## src/rtl/sprite_line_scanner.sv

```systemverilog
// sprite_line_scanner: per-line walk of the sprite attribute table, emitting up to
// MAX_PER_LINE Y-matching sprites in index order with their row offsets.
module sprite_line_scanner #(
    parameter int NUM_SPRITES  = 512,
    parameter int MAX_PER_LINE = 16,
    parameter int Y_WIDTH      = 12,
    parameter int COORD_WIDTH  = 16,
    parameter int DY_WIDTH     = 10,
    localparam int IW = $clog2(NUM_SPRITES),
    localparam int CW = $clog2(MAX_PER_LINE + 1)
) (
    input  logic                   clk_draw,
    input  logic                   rst,
    input  logic                   line,
    input  logic [Y_WIDTH-1:0]     next_sy,
    output logic [IW-1:0]          attr_index,
    input  logic [COORD_WIDTH-1:0] attr_screen_y,
    input  logic [COORD_WIDTH-6:0] attr_height,
    input  logic                   attr_tile_size,
    output logic                   match_valid,
    output logic [CW-1:0]          match_slot,
    output logic [IW-1:0]          match_index,
    output logic [DY_WIDTH-1:0]    match_dy,
    output logic [CW-1:0]          match_count,
    output logic                   overflow,
    output logic                   busy,
    output logic                   done
);
    typedef enum logic [1:0] {IDLE, SCAN, DRAIN} state_t;
    state_t state, next_state;
    logic [COORD_WIDTH-1:0] sy, height;
    logic [COORD_WIDTH:0]   last_y;
    logic [DY_WIDTH-1:0]    dy;
    logic [IW-1:0]          cmp_index;
    logic                   cmp_valid, last_idx, hit, full;
    always_comb begin
        last_idx   = attr_index == IW'(NUM_SPRITES - 1);
        next_state = line ? SCAN :
                     (state == SCAN && last_idx) ? DRAIN :
                     (state == DRAIN) ? IDLE : state;
        height     = attr_tile_size ? {attr_height, 5'b0} : {1'b0, attr_height, 4'b0};
        // one extra bit so a sprite near the top of the coordinate space cannot wrap
        last_y     = {1'b0, attr_screen_y} + {1'b0, height};
        hit        = cmp_valid && sy >= attr_screen_y && {1'b0, sy} < last_y;
        dy         = DY_WIDTH'(sy - attr_screen_y);
        full       = match_count == CW'(MAX_PER_LINE);
    end
    always_ff @(posedge clk_draw or posedge rst) begin
        if (rst)
            state <= IDLE;
        else
            state <= next_state;
    end
    always_ff @(posedge clk_draw or posedge rst) begin
        if (rst) begin
            sy          <= '0;
            attr_index  <= '0;
            cmp_valid   <= 1'b0;
            cmp_index   <= '0;
            match_valid <= 1'b0;
            match_slot  <= '0;
            match_index <= '0;
            match_dy    <= '0;
            match_count <= '0;
            overflow    <= 1'b0;
            busy        <= 1'b0;
            done        <= 1'b0;
        end else if (line) begin
            // restart drops any in-flight comparison of the previous scan
            sy          <= COORD_WIDTH'(next_sy);
            attr_index  <= '0;
            cmp_valid   <= 1'b0;
            match_valid <= 1'b0;
            match_count <= '0;
            overflow    <= 1'b0;
            busy        <= 1'b1;
            done        <= 1'b0;
        end else begin
            attr_index  <= (state == SCAN && !last_idx) ? attr_index + 1'b1 : attr_index;
            cmp_valid   <= state == SCAN;
            cmp_index   <= attr_index;
            match_valid <= hit && !full;
            overflow    <= overflow | (hit && full);
            busy        <= next_state != IDLE;
            done        <= cmp_valid && cmp_index == IW'(NUM_SPRITES - 1);
            if (hit && !full) begin
                match_slot  <= match_count;
                match_index <= cmp_index;
                match_dy    <= dy;
                match_count <= match_count + 1'b1;
            end
        end
    end
endmodule

```

## config.mk

```make
export PLATFORM = sky130hd
export DESIGN_NAME = sprite_line_scanner
export DESIGN_NICKNAME = d
export VERILOG_FILES = /design/src/rtl/sprite_line_scanner.sv
export SDC_FILE = /design/constraint.sdc
export NUM_CORES = 1
export LEC_CHECK = 0
export CORE_UTILIZATION = 40
export DETAILED_ROUTE_END_ITERATION = 16
export PLACE_DENSITY_LB_ADDON = 0.15
export SETUP_SLACK_MARGIN = 0.3
export SLEW_MARGIN = 20
export SYNTH_ARGS = -nofsm -noshare
export SYNTH_HDL_FRONTEND = slang
export SYNTH_SLANG_ARGS = --single-unit
```

## constraint.sdc

```tcl
create_clock -name clk_draw -period 2.6 [get_ports clk_draw]
set_input_delay 0.52 -clock clk_draw [delete_from_list [all_inputs] [get_ports clk_draw]]
set_output_delay 0.52 -clock clk_draw [all_outputs]
set_load 0.01 [all_outputs]
```

; After elaboration in Yosys (flattened, before gate mapping)
; Index checks and enable logic that the tools add are counted.
[classes]
n_addsub = 4
mul = 0
div = 0
order_cmp = 2
eq_ne = 5
shifts = 0
mux = 13
bitwise_logic = 2
n_reduce_logical = 13
[op_table]
columns = operator, count
row1 = $eq 9x9->1 const B, 2
row2 = $mux 9, 2
row3 = $add 16x16->17, 1
row4 = $lt 12x17->1, 1
row5 = $ge 12x16->1, 1
row6 = $mux 16, 1
row7 = $mux 5, 2
row8 = $sub 10x10->10, 1
row9 = $add 9x1->9 const B, 1
row10 = $logic_and 1x1->1, 7
row11 = $mux 2, 3
row12 = $reduce_bool 2->1, 3
row13 = $add 5x1->5 const B, 1
row14 = $eq 5x5->1 const B, 1
row15 = $mux 1, 5
row16 = $eq 2x1->1 const B, 1
row17 = $eq 2x2->1 const B, 1
row18 = $logic_not 1->1, 2
row19 = $reduce_and 2->1, 1
row20 = $not 1->1, 1
row21 = $or 1x1->1, 1
[word_totals]
regBits = 66
latch_bits = 0
ramBits = 0
romBits = 0
input_bits = 43
output_inout_bits = 42
word_cells = 52
n_memories = 0

; Longest topological paths before layout
[depth]
depth_word = 7
depth_mapped = 19
depth_no_buf = 17

; Worst setup path before layout
; Ideal clock, no wire load.
[synth_timing]
path_kind = input to register
startpoint = input attr_tile_size
endpoint = register match_dy[2]
setup_ns = 0.125
arrival_time_ns = 4.367
required_ns = 2.475
slack_ns = -1.892
path_stages = 19
n_path_buf = 2
path_cell_list = buf_1 -> mux2i_1 -> inv_1 -> ha_1 -> a21oi_1 -> o22ai_1 -> o21ai_0 -> nand2b_1 -> a21oi_1 -> xor2_1 -> ha_1 -> o21ai_0 -> nor2_1 -> o221ai_1 -> or4_4 -> nor4_4 -> a21oi_2 -> buf_6 -> mux2_4
[synth_via]
elab_chain_cells = 6
[synth_lines]
columns = element, line
row1 = "start, declared", 19  ; input logic attr_tile_size,
row2 = $mux 16, 41  ; height = attr_tile_size ? {attr_height, 5'b0} : {1'b0, attr_height, 4'b0};
row3 = $add 16x16->17, 43  ; last_y = {1'b0, attr_screen_y} + {1'b0, height};
row4 = $lt 12x17->1, 44  ; hit = cmp_valid && sy >= attr_screen_y && {1'b0, sy} < last_y;
row5 = $logic_and 1x1->1, 44
row6 = $logic_and 1x1->1, 86  ; if (hit && !full) begin
row7 = $reduce_and 2->1 (no source line), -
row8 = "end signal, assigned", 89  ; match_dy <= dy;
row9 = "end, declared", 23  ; output logic [DY_WIDTH-1:0] match_dy,
; Every way passes these cells.
; A chain may end at the register's enable or synchronous reset.

; Worst setup path after layout
[layout_timing]
startpoint = input attr_tile_size
endpoint = register match_count[0]
[layout_via]
elab_chain_cells = 6
[layout_lines]
columns = element, line
row1 = $mux 16, 41
row2 = $add 16x16->17, 43
row3 = $lt 12x17->1, 44
row4 = $logic_and 1x1->1, 44
row5 = $logic_and 1x1->1, 86
row6 = $reduce_bool 2->1 (no source line), -
row7 = "end signal, assigned", 90  ; match_count <= match_count + 1'b1;
row8 = "end, declared", 24  ; output logic [CW-1:0] match_count,
; Every way passes these cells.

==> flow_summary.rst <==
.. list-table::
   :header-rows: 1

   * - Metric
     - Value
   * - Internal power consumption
     - 0.00205 W
   * - Number of detailed-routing iterations run before antenna repair
     - 4
   * - CTS tree
     - yes
   * - Antenna viol nets, final
     - 0
   * - Post-Synth Simple-Gate Area
     - 0.136
   * - Number of global-route vias before repair
     - 3641
   * - Fraction of the cycle the final worst path needs
     - 1.48
   * - Worst-case clock buffer depth
     - 2
   * - Die area
     - 10800 sq um
   * - Post-Syn Nets
     - 471
   * - Register share of total power
     - 0.383
   * - Ys Warns
     - 0
   * - Worst max-slew margin expressed relative to the limit
     - 0.562
   * - Gpl congestion
     - 0.845
   * - Mean routed wirelength per cell
     - 14.6 um
   * - Fraction of synthesized area in multiplexers
     - 0.173
   * - Setup-failing EPs final
     - 31
   * - Total power divided by cell area
     - 475 nW/um^2
   * - Proportion of total power due to net switching
     - 0.302
   * - Tot GR Track Use
     - 0.198
   * - Number of non-filler instances in the completed layout
     - 701
   * - Post-synth top area cell
     - sky130_fd_sc_hd__dfrtp_1
   * - Chip Height
     - 104 um
   * - Violated checks
     - setup timing
   * - Io pins
     - 85
   * - Post-synthesis compound-gate area fraction
     - 0.105
   * - Final total negative setup slack
     - -36.13 ns
   * - Hold crit path type
     - flip-flop to flip-flop
   * - Layout cell share with drive strength beyond 1
     - 0.331
   * - Congestion Overflow GR
     - 0
   * - Number of I/O port buffers
     - 84
   * - Worst setup EP type
     - flip-flop
   * - Clock network fraction of design power
     - 0.300
   * - Horizontal die dimension
     - 104 um
   * - Standard-cell rows
     - 36
   * - Worst Setup Slack post-DPL
     - -1.99 ns
   * - Primary FF master, synth
     - sky130_fd_sc_hd__dfrtp_1
   * - Most instantiated cells after synthesis
     - sky130_fd_sc_hd__dfrtp_1, sky130_fd_sc_hd__ha_1, sky130_fd_sc_hd__mux2_2
   * - DR DRC count
     - 0
   * - Global-route wire length before repair
     - 17300 um
   * - Sequential element share of the synthesized area
     - 0.396
   * - Synthesized area divided by synthesized cell count
     - 10.7 sq um
   * - Placed Instances
     - 674
   * - Arithmetic-cell share of the synthesized area counting full adders, half adders and majority gates
     - 0.118
   * - Starting utilization of the core area
     - 0.419
   * - Logic gate share of total power
     - 0.317
   * - Hold violation count in the final report
     - 0
   * - Clock-pin slew of the registers on the worst-case setup and hold paths
     - 0.08 ns
   * - Fin. max-slew vios
     - 0
   * - Worst setup margin
     - -1.26 ns
   * - Fraction of registers with async set or reset after synthesis
     - 1.00
   * - Worst-case clock skew
     - 0.00674 ns
   * - Leakage power
     - 2.91 nW
   * - Worst Path Arrival
     - 4.09 ns
   * - Flops & latches, synth
     - 66
   * - Maximum number of pins on one net before global-route repair
     - 49
   * - Largest voltage drop on the vdd net
     - 0.000288 V
   * - Minimum period implied by the final worst setup slack
     - 3.86 ns
   * - Number of design-rule violations left by the first detailed-router iteration
     - 88
   * - TritonCTS sink count
     - 66
   * - Number of enable-type register cells in the synthesized netlist
     - 0
   * - Antenna violations before repair
     - 0
   * - Final core utilization
     - 0.622
   * - Area of the core
     - 9950 sq um
   * - Average vias per placed instance
     - 4.97
   * - Total CTS buffers
     - 9
   * - Vias post-DR
     - 3483
   * - Clk Latency, worst-skew pair
     - 0.34 ns
   * - Post-synthesis to final-layout area growth
     - 48.5%
   * - Kind of start point of the critical path
     - input port
   * - Area of the mapped netlist
     - 4170 sq um
   * - Crit Path Category
     - input port to flip-flop
   * - Largest fanout of any net on the critical path
     - 5
   * - Share of Yosys cell area claimed by the top area cell type
     - 0.396
   * - H-Tree Level Count
     - 3
   * - Multi-input gate area in the final layout
     - 2500 sq um
   * - Max frequency
     - 259 MHz
   * - Switching pwr
     - 0.000888 W
   * - Count leader, synth
     - sky130_fd_sc_hd__dfrtp_1
   * - Number of violations of the max-capacitance limit
     - 0
   * - Required @ worst endpoint
     - 2.83 ns
   * - Non-Filler Cell Area, Final
     - 6190 sq um
   * - Area post-placement
     - 5790 sq um
   * - Number of antenna cells inserted
     - 0
   * - Transition at the pin with the smallest max-transition slack
     - 0.653 ns
   * - Dominant combinational cell family by area after synthesis
     - multiplexers
   * - Final wirelength
     - 10300 um
   * - Nets
     - 644
   * - Post-synthesis cell count
     - 390
   * - Synth Area in XOR/XNOR
     - 0.0357
   * - Unrepaired setup endpoints after global routing
     - true
   * - Unique masters post-synth
     - 51
   * - Top post-synthesis cells by area
     - sky130_fd_sc_hd__dfrtp_1, sky130_fd_sc_hd__ha_1, sky130_fd_sc_hd__mux2_2
   * - Fillcell total
     - 831
   * - Area taken by flip-flops and latches
     - 1650 sq um
   * - CTS root buf
     - sky130_fd_sc_hd__clkbuf_8
   * - Result of the run
     - complete, but fails checks
   * - Detailed-placement wirelength estimate
     - 7300 um
[worst paths after layout]
path	startpoint	endpoint	slack, ns	depth (start not counted)
max in group asynchronous	rst	match_index[8]	1.56	3
max reg2reg	sy[0]	match_index[1]	-0.29	12
max	attr_tile_size	match_count[0]	-1.26	19
min in group asynchronous	rst	match_dy[8]	0.53	3
min reg2reg	state[1]	cmp_valid	0.47	1
min	state[1]	cmp_valid	0.47	1
[layout by cell type (no fill, tap or decap), types with 9 or more instances in the layout]
cell type                          n
sky130_fd_sc_hd__nand2_1          16
sky130_fd_sc_hd__clkdlybuf4s50_1  75
sky130_fd_sc_hd__dfrtp_1          66
sky130_fd_sc_hd__clkbuf_8          9
sky130_fd_sc_hd__xor2_1           11
sky130_fd_sc_hd__ha_1             31
sky130_fd_sc_hd__buf_4            76
sky130_fd_sc_hd__a21oi_1          13
sky130_fd_sc_hd__mux2_2           32
sky130_fd_sc_hd__nor2_1           28
sky130_fd_sc_hd__mux2_4           19
sky130_fd_sc_hd__o21ai_0          12
sky130_fd_sc_hd__inv_1            26
[power groups by stage]
stage / clock network, W / logic (W) / registers, W
after floorplan: 0 / 0.000485 / 0.00115
after global placement: 0 / 0.000879 / 0.00115
after detailed placement: 0 / 0.000893 / 0.00115
after CTS: 0.000904 / 0.000923 / 0.00113
after global routing: 0.000960 / 0.00103 / 0.00113
final: 0.000884 / 0.000932 / 0.00113
[what timing repair did]
item	4_1_cts	5_1_grt
endpoints found under the setup margin	33	34
resized for setup	35	7
pin swaps	18	16
cloned	1	1
hold buffers	0	0
buffers inserted	7	2
[final cells by class]
type,instances,share of cell area
Multi-Input combinational cell,287,0.404
Sequential cell,66,0.267
Timing Repair Buffer,171,0.253
Tap cell,133,0.0269
Clock buffer,9,0.0200
Inverter,28,0.0170
Clock inverter,7,0.0127
[registers in the layout, indices dropped and copies added, names as in the netlist, 2 cells and up]
signal       count
state            2
match_count      5
cmp_index        9
sy              12
attr_index       9
match_dy        10
match_slot       5
match_index      9
[worst max-delay path, stage by stage]
cell                       delay [ns]
sky130_fd_sc_hd__buf_8           0.10
sky130_fd_sc_hd__buf_4           0.12
sky130_fd_sc_hd__mux2_4          0.31
sky130_fd_sc_hd__ha_4            0.24
sky130_fd_sc_hd__nor2b_2         0.15
sky130_fd_sc_hd__o31a_1          0.26
sky130_fd_sc_hd__o21ai_1         0.12
sky130_fd_sc_hd__nand2b_1        0.08
sky130_fd_sc_hd__xnor2_1         0.13
sky130_fd_sc_hd__ha_1            0.32
sky130_fd_sc_hd__a22o_1          0.21
sky130_fd_sc_hd__nor4_1          0.19
sky130_fd_sc_hd__o21ai_0         0.17
sky130_fd_sc_hd__a21oi_2         0.19
sky130_fd_sc_hd__nor4_4          0.08
sky130_fd_sc_hd__buf_4           0.15
sky130_fd_sc_hd__buf_6           0.12
sky130_fd_sc_hd__a211oi_4        0.29
sky130_fd_sc_hd__mux2_4          0.32
[cells by family (layout without fill, tap and decap cells)]
logic type / count (synthesis) / after routing
xor+xnor: 17 / 17
compound gates: 65 / 65
flops: 66 / 66
simple gates: 107 / 107
buf+inv: 37 / 215
mux: 60 / 60
fa+ha+maj: 38 / 38
[metal layers]
layer | GRT usage | wire (um) | share of wire
met1 | 0.262 | 4900 | 0.48
met2 | 0.333 | 4820 | 0.47
met3 | 0.0401 | 423 | 0.041
met4 | 0.0449 | 111 | 0.011
met5 | 0 | 0 | 0
[per-stage QoR]
| stage | power, W | hold slack, ns |
|---|---|---|
| after global placement | 0.00203 | 0.431 |
| final | 0.00294 | 0.472 |
| after detailed placement | 0.00204 | 0.445 |
| after floorplan | 0.00164 | 0.416 |
| after global routing | 0.00312 | 0.498 |
| after CTS | 0.00295 | 0.459 |
(Power assumes the default switching activity.)
